===== src/rtl/ps2_scancode_rx.sv =====
// PS/2 keyboard receiver: synchronises and filters the line pair, deframes
// 11-bit frames and folds E0/F0 prefixes into single make/break key events.
module ps2_scancode_rx #(
  parameter int unsigned FILT    = 8,
  parameter int unsigned TIMEOUT = 24000
) (
  input  logic       clk_sys,
  input  logic       reset,
  input  logic       ps2_clk,
  input  logic       ps2_data,
  output logic       key_strobe,
  output logic       key_pressed,
  output logic       key_extended,
  output logic [7:0] key_code,
  output logic       frame_err
);

  localparam int unsigned TW = $clog2(TIMEOUT + 1);

  typedef enum logic [1:0] {IDLE, DATA, PARITY, STOP} state_t;

  logic          clk_s1_q, clk_s2_q, dat_s1_q, dat_s2_q;
  logic          filt_q;
  logic [7:0]    fcnt_q;
  logic          fall, fall_q, fbit_q;
  logic          tmo;

  state_t        state_q, state_d;
  logic [2:0]    bcnt_q, bcnt_d;
  logic [7:0]    shreg_q, shreg_d;
  logic          par_q, par_d;
  logic [TW-1:0] tcnt_q, tcnt_d;
  logic          bvld_q, bvld_d, ferr_q, ferr_d;
  logic [7:0]    byte_q, byte_d;

  logic          ext_q, ext_d, brk_q, brk_d;
  logic          strobe_q, strobe_d, pressed_q, pressed_d, extd_q, extd_d, err_q, err_d;
  logic [7:0]    code_q, code_d;

  // A level change is accepted on the FILT-th consecutive differing sample.
  assign fall = filt_q && !clk_s2_q && (fcnt_q == 8'(FILT - 1));

  always_ff @(posedge clk_sys) begin
    if (reset) begin
      clk_s1_q <= 1'b1;
      clk_s2_q <= 1'b1;
      dat_s1_q <= 1'b1;
      dat_s2_q <= 1'b1;
      filt_q   <= 1'b1;
      fcnt_q   <= '0;
      fall_q   <= 1'b0;
      fbit_q   <= 1'b0;
    end else begin
      clk_s1_q <= ps2_clk;
      clk_s2_q <= clk_s1_q;
      dat_s1_q <= ps2_data;
      dat_s2_q <= dat_s1_q;
      fall_q   <= fall;
      if (fall) fbit_q <= dat_s2_q;
      if (clk_s2_q == filt_q) begin
        fcnt_q <= '0;
      end else if (fcnt_q == 8'(FILT - 1)) begin
        filt_q <= clk_s2_q;
        fcnt_q <= '0;
      end else begin
        fcnt_q <= fcnt_q + 8'd1;
      end
    end
  end

  // Counter is cleared as the edge is accepted; the -2 lines the abort up with
  // the two register stages between the edge and the frame_err output.
  assign tmo = (state_q != IDLE) && (tcnt_q == TW'(TIMEOUT - 2));

  always_comb begin
    state_d = state_q;
    bcnt_d  = bcnt_q;
    shreg_d = shreg_q;
    par_d   = par_q;
    byte_d  = byte_q;
    bvld_d  = 1'b0;
    ferr_d  = 1'b0;
    tcnt_d  = (fall || state_q == IDLE) ? '0 : tcnt_q + TW'(1);
    if (tmo) begin
      state_d = IDLE;
      ferr_d  = 1'b1;
    end else if (fall_q) begin
      case (state_q)
        IDLE: begin
          if (!fbit_q) begin
            state_d = DATA;
            bcnt_d  = '0;
          end
        end
        DATA: begin
          shreg_d = {fbit_q, shreg_q[7:1]};
          bcnt_d  = bcnt_q + 3'd1;
          if (bcnt_q == 3'd7) state_d = PARITY;
        end
        PARITY: begin
          par_d   = fbit_q;
          state_d = STOP;
        end
        STOP: begin
          state_d = IDLE;
          if ((^{shreg_q, par_q}) && fbit_q) begin
            bvld_d = 1'b1;
            byte_d = shreg_q;
          end else begin
            ferr_d = 1'b1;
          end
        end
        default: state_d = IDLE;
      endcase
    end
  end

  always_comb begin
    ext_d     = ext_q;
    brk_d     = brk_q;
    code_d    = code_q;
    pressed_d = pressed_q;
    extd_d    = extd_q;
    strobe_d  = 1'b0;
    err_d     = 1'b0;
    if (ferr_q) begin
      err_d = 1'b1;
      ext_d = 1'b0;
      brk_d = 1'b0;
    end else if (bvld_q) begin
      case (byte_q)
        8'hE0: ext_d = 1'b1;
        8'hF0: brk_d = 1'b1;
        8'hE1, 8'hAA, 8'hFA, 8'hFE, 8'hEE, 8'h00, 8'hFF: begin
          ext_d = 1'b0;
          brk_d = 1'b0;
        end
        default: begin
          code_d    = byte_q;
          pressed_d = ~brk_q;
          extd_d    = ext_q;
          strobe_d  = 1'b1;
          ext_d     = 1'b0;
          brk_d     = 1'b0;
        end
      endcase
    end
  end

  always_ff @(posedge clk_sys) begin
    if (reset) begin
      state_q   <= IDLE;
      bcnt_q    <= '0;
      shreg_q   <= '0;
      par_q     <= 1'b0;
      tcnt_q    <= '0;
      bvld_q    <= 1'b0;
      ferr_q    <= 1'b0;
      byte_q    <= '0;
      ext_q     <= 1'b0;
      brk_q     <= 1'b0;
      strobe_q  <= 1'b0;
      pressed_q <= 1'b0;
      extd_q    <= 1'b0;
      code_q    <= '0;
      err_q     <= 1'b0;
    end else begin
      state_q   <= state_d;
      bcnt_q    <= bcnt_d;
      shreg_q   <= shreg_d;
      par_q     <= par_d;
      tcnt_q    <= tcnt_d;
      bvld_q    <= bvld_d;
      ferr_q    <= ferr_d;
      byte_q    <= byte_d;
      ext_q     <= ext_d;
      brk_q     <= brk_d;
      strobe_q  <= strobe_d;
      pressed_q <= pressed_d;
      extd_q    <= extd_d;
      code_q    <= code_d;
      err_q     <= err_d;
    end
  end

  assign key_strobe   = strobe_q;
  assign key_pressed  = pressed_q;
  assign key_extended = extd_q;
  assign key_code     = code_q;
  assign frame_err    = err_q;

endmodule


===== config.mk =====
export PLATFORM = sky130hd
export DESIGN_NAME = ps2_scancode_rx
export DESIGN_NICKNAME = d
export VERILOG_FILES = /design/src/rtl/ps2_scancode_rx.sv
export SDC_FILE = /design/constraint.sdc
export NUM_CORES = 1
export LEC_CHECK = 0
export ABC_AREA = 1
export CORE_MARGIN = 4
export CORE_UTILIZATION = 54
export DETAILED_ROUTE_END_ITERATION = 7
export MAX_ROUTING_LAYER = met4
export PLACE_DENSITY = 0.82
export SLEW_MARGIN = 20
export SYNTH_ARGS = -nofsm -noshare
export SYNTH_HDL_FRONTEND = slang
export SYNTH_SLANG_ARGS = --single-unit

===== constraint.sdc =====
create_clock -name clk_sys -period 1.4 [get_ports clk_sys]
set_input_delay 0.28 -clock clk_sys [delete_from_list [all_inputs] [get_ports clk_sys]]
set_output_delay 0.28 -clock clk_sys [all_outputs]
set_load 0.05 [all_outputs]

==> impl_metrics.env <==
export IMPL_outcome="finished, violations left"
export IMPL_violations="negative setup slack"
export IMPL_initial_core_util=0.570
export IMPL_synthCells=439
export IMPL_diodes=0
export IMPL_min_period_ns=1.73
export IMPL_syn_cell_area_um2=3220
export IMPL_drt_total_wl_um=10700
export IMPL_area_growth_pct=47.5
export IMPL_yosysTopAreaCell="dfxtp_1"
export IMPL_yosysMostFrequentCell="nand2_1"
export IMPL_syn_avg_cell_area_um2=7.32
export IMPL_coreArea_um2=5640
export IMPL_synth_adder_area_share=0.0389
export IMPL_die_area_um2=7250
export IMPL_critPathKind="register to register"
export IMPL_report_final_slew_viol_count=0
export IMPL_dp_hpwl_um=5170
export IMPL_cp_arrival_ns=1.99
export IMPL_r2r_end="bcnt_q[0]$_SDFFE_PP0P_"
export IMPL_ff2ff_setup_slack_ns=-0.33
export IMPL_wl_per_cell_um=17.4
export IMPL_synth_xor_area_share=0.00817
export IMPL_io_pins=16
export IMPL_clkSlewWorstSetupHoldPaths_ns=0.08
export IMPL_clock_path_buffers=2
export IMPL_muxShareOfSynthArea=0
export IMPL_die_h_um=85.2
export IMPL_clock_sinks=68
export IMPL_tns_ns=-7.37
export IMPL_power_density_nw_per_um2=739
export IMPL_port_buffers=15
export IMPL_synth_compound_area_frac=0.103
export IMPL_grt_use_total=0.242
export IMPL_yosysUniqueCellTypes=40
export IMPL_path_max_fanout=4
export IMPL_finalPower_mw=3.51
export IMPL_start_kind="register"
export IMPL_r2r_start="state_q[1]$_SDFFE_PP0P_"
export IMPL_drv_cap=0
export IMPL_async_reset_ff_frac=0
export IMPL_relSlewSlack=0.773
export IMPL_ctsRootBufferMaster="clkbuf_8"
export IMPL_drt_initial_drc_count=336
export IMPL_drive_above_1_share=0.420
export IMPL_cts_made_buffers=9
export IMPL_yosysSeqAreaShare=0.423
export IMPL_max_slew_worst_pin_slew_ns=0.340
export IMPL_synthesis_nets=453
export IMPL_cts_tree="yes"
export IMPL_worst_slack_ns=-0.332
export IMPL_whs_endpoint="dat_s2_q$_SDFF_PP1_"
export IMPL_finalSetupViolations=47
export IMPL_busiest_layer="met2"
export IMPL_use_met2=0.417
export IMPL_synth_simple_area_share=0.341
export IMPL_fmax_ghz=0.577
export IMPL_synth_top_area_share=0.423
export IMPL_synth_area_leaders="dfxtp_1 (42%), nand2_1 (10%), nor2_1 (7.6%), inv_1 (5.6%), ha_1 (3.9%)"
export IMPL_core_rowCount=27
export IMPL_synth_top_family_by_area="simple AND/OR/NAND/NOR gates"
export IMPL_drc=0
export IMPL_fin_skew_ns=0.0131
export IMPL_critical_path_required_ns=1.65
export IMPL_yosys_most_used_dff="dfxtp_1"
export IMPL_grt_pass1_wl_um=13900
export IMPL_holdCritPathClass="register to register"
export IMPL_first_pass_iters=5
export IMPL_synth_common_cells="nand2_1 (87), dfxtp_1 (68), nor2_1 (65)"
export IMPL_final_period_utilization=1.24
export IMPL_antenna_found_initial=0
export IMPL_worst_ir_drop_vdd_v=0.000843
export IMPL_cts_hold_buf=0
export IMPL_min_path_cells=1
export IMPL_grt_pass1_vias=3232
export IMPL_synth_edff_count=0
export IMPL_worstHoldStart="dat_s1_q$_SDFF_PP1_"
export IMPL_yosysWarnings=0
export IMPL_final_nets=550
export IMPL_rsz0062_at_grt="true"
export IMPL_h_tree_depth=3
export IMPL_place_gp_congestion=0.870
export IMPL_hold_slack_ns=0.437
export IMPL_met3_usage=0.0728
export IMPL_via_per_inst=5.84
export IMPL_detail_route_antenna_nets=0
export IMPL_gr_usage_met1=0.258
export IMPL_grt_overflow=0
export IMPL_report_final_hold_viol_count=0
export IMPL_p_leak_nw=2.01
export IMPL_grt_max_degree=21
export IMPL_yosys_register_bits=68
export IMPL_endpoint_kind="register"
export IMPL_clk_latency_ns=0.36
export IMPL_vias=3578
export IMPL_fp_dieW_um=85.2
export IMPL_timing_reg2reg_worst_path_depth=8
==> repair_timing <==
item | CTS | global route
buffers inserted | 7 | 16
resized for setup | 29 | 106
pin swaps | 15 | 41
endpoints found under the setup margin | 51 | 61
hold endpoints to repair | 0 | 0
gates cloned | 1 | 2
==> worst max-delay path by stage <==
stage	from	to	slack, ns	cells past startpoint
floorplan	state_q[1]$_SDFFE_PP0P_	shreg_q[6]$_SDFFE_PP0P_	-0.01	12
global placement	tcnt_q[0]$_SDFF_PP0_	byte_q[3]$_SDFFE_PP0P_	-0.06	11
detailed placement	tcnt_q[0]$_SDFF_PP0_	byte_q[7]$_SDFFE_PP0P_	-0.14	11
CTS	state_q[0]$_SDFFE_PP0P_	byte_q[7]$_SDFFE_PP0P_	-0.09	12
global route	shreg_q[4]$_SDFFE_PP0P_	byte_q[6]$_SDFFE_PP0P_	-0.36	12
finish	state_q[1]$_SDFFE_PP0P_	bcnt_q[0]$_SDFFE_PP0P_	-0.33	8
==> per-layer routing <==
layer | vias to the layer above | share of wire | routed length [um]
met3 | 69 | 0.057 | 614
met5 | - | 0 | 0
met1 | 1674 | 0.37 | 3980
met2 | 203 | 0.52 | 5560
li1 | 1632 | - | -
met4 | 0 | 0.050 | 536
==> metrics by stage <==
step | std cells | setup WS, ns | instance area (um2) | util
floorplan | 439 | -0.0132 | 3240 | -
global placement | 573 | -0.0622 | 3950 | 0.700
detailed placement | 573 | -0.144 | 3950 | 0.700
CTS | 597 | -0.0943 | 4290 | 0.760
global route | 613 | -0.359 | 4740 | 0.841
finish | 613 | -0.332 | 4740 | 0.841
==> cell usage in the layout (no fill, tap or decap), types with 4 or more instances in the layout <==
master	count
nor2_4	6
clkbuf_8	9
o21ai_1	4
inv_2	11
nor3_2	9
dfxtp_1	50
buf_6	13
nand2_2	9
nor3_1	10
nand3_1	15
nand4_1	16
inv_1	39
o21ai_2	13
nand3_2	4
buf_12	13
ha_4	5
o21ai_0	12
nor2_1	47
buf_4	66
nand2_4	5
a21oi_1	18
a21oi_2	6
nor2_2	15
dfxtp_2	12
or2_2	5
nand2_1	79
ha_1	5
dfxtp_4	6
==> worst max-delay path, cell delays in order (launching register included) <==
cell and delay, ns:
dfxtp_2 0.35, inv_2 0.06, ha_4 0.17, a21oi_1 0.31, o21a_1 0.22, nand2_1 0.10, inv_1 0.14, o21ai_0 0.14
o211a_1 0.14
==> area by class of cell <==
type                       instances  area (um2)
clock buffer                      11         131
clock inverter                     5        37.5
fill                             246         898
inverter                          53         206
multi-input combinational        309        1950
sequential                        68        1400
tap                               72        90.1
timing repair buffer              95         932
==> registers in the layout, indices dropped and copies added (netlist names) <==
name and flops:
tcnt_q 15, byte_q 8, fcnt_q 8, key_code 8, shreg_q 8, bcnt_q 3
state_q 2, brk_q 1, bvld_q 1, clk_s1_q 1, clk_s2_q 1, dat_s1_q 1
dat_s2_q 1, ext_q 1, fall_q 1, fbit_q 1, ferr_q 1, filt_q 1
frame_err 1, key_extended 1, key_pressed 1, key_strobe 1, par_q 1
==> kinds of logic after synthesis <==
logic type | Yosys count
adders and majority gates | 10
and+or+nand+nor | 234
xor gates and xnor gates | 3
AOI/OAI and AO/OA | 61
DFF | 68
buffers and inverters | 63
==> power by group <==
part | total [mW] | switching, mW | leakage [nW] | internal, mW
clock network | 1.49 | 0.842 | 0.0799 | 0.650
logic | 0.0835 | 0.0505 | 1.37 | 0.0330
registers | 1.93 | 0.00280 | 0.560 | 1.93
total | 3.51 | 0.895 | 2.01 | 2.61
(Power assumes the default switching activity.)
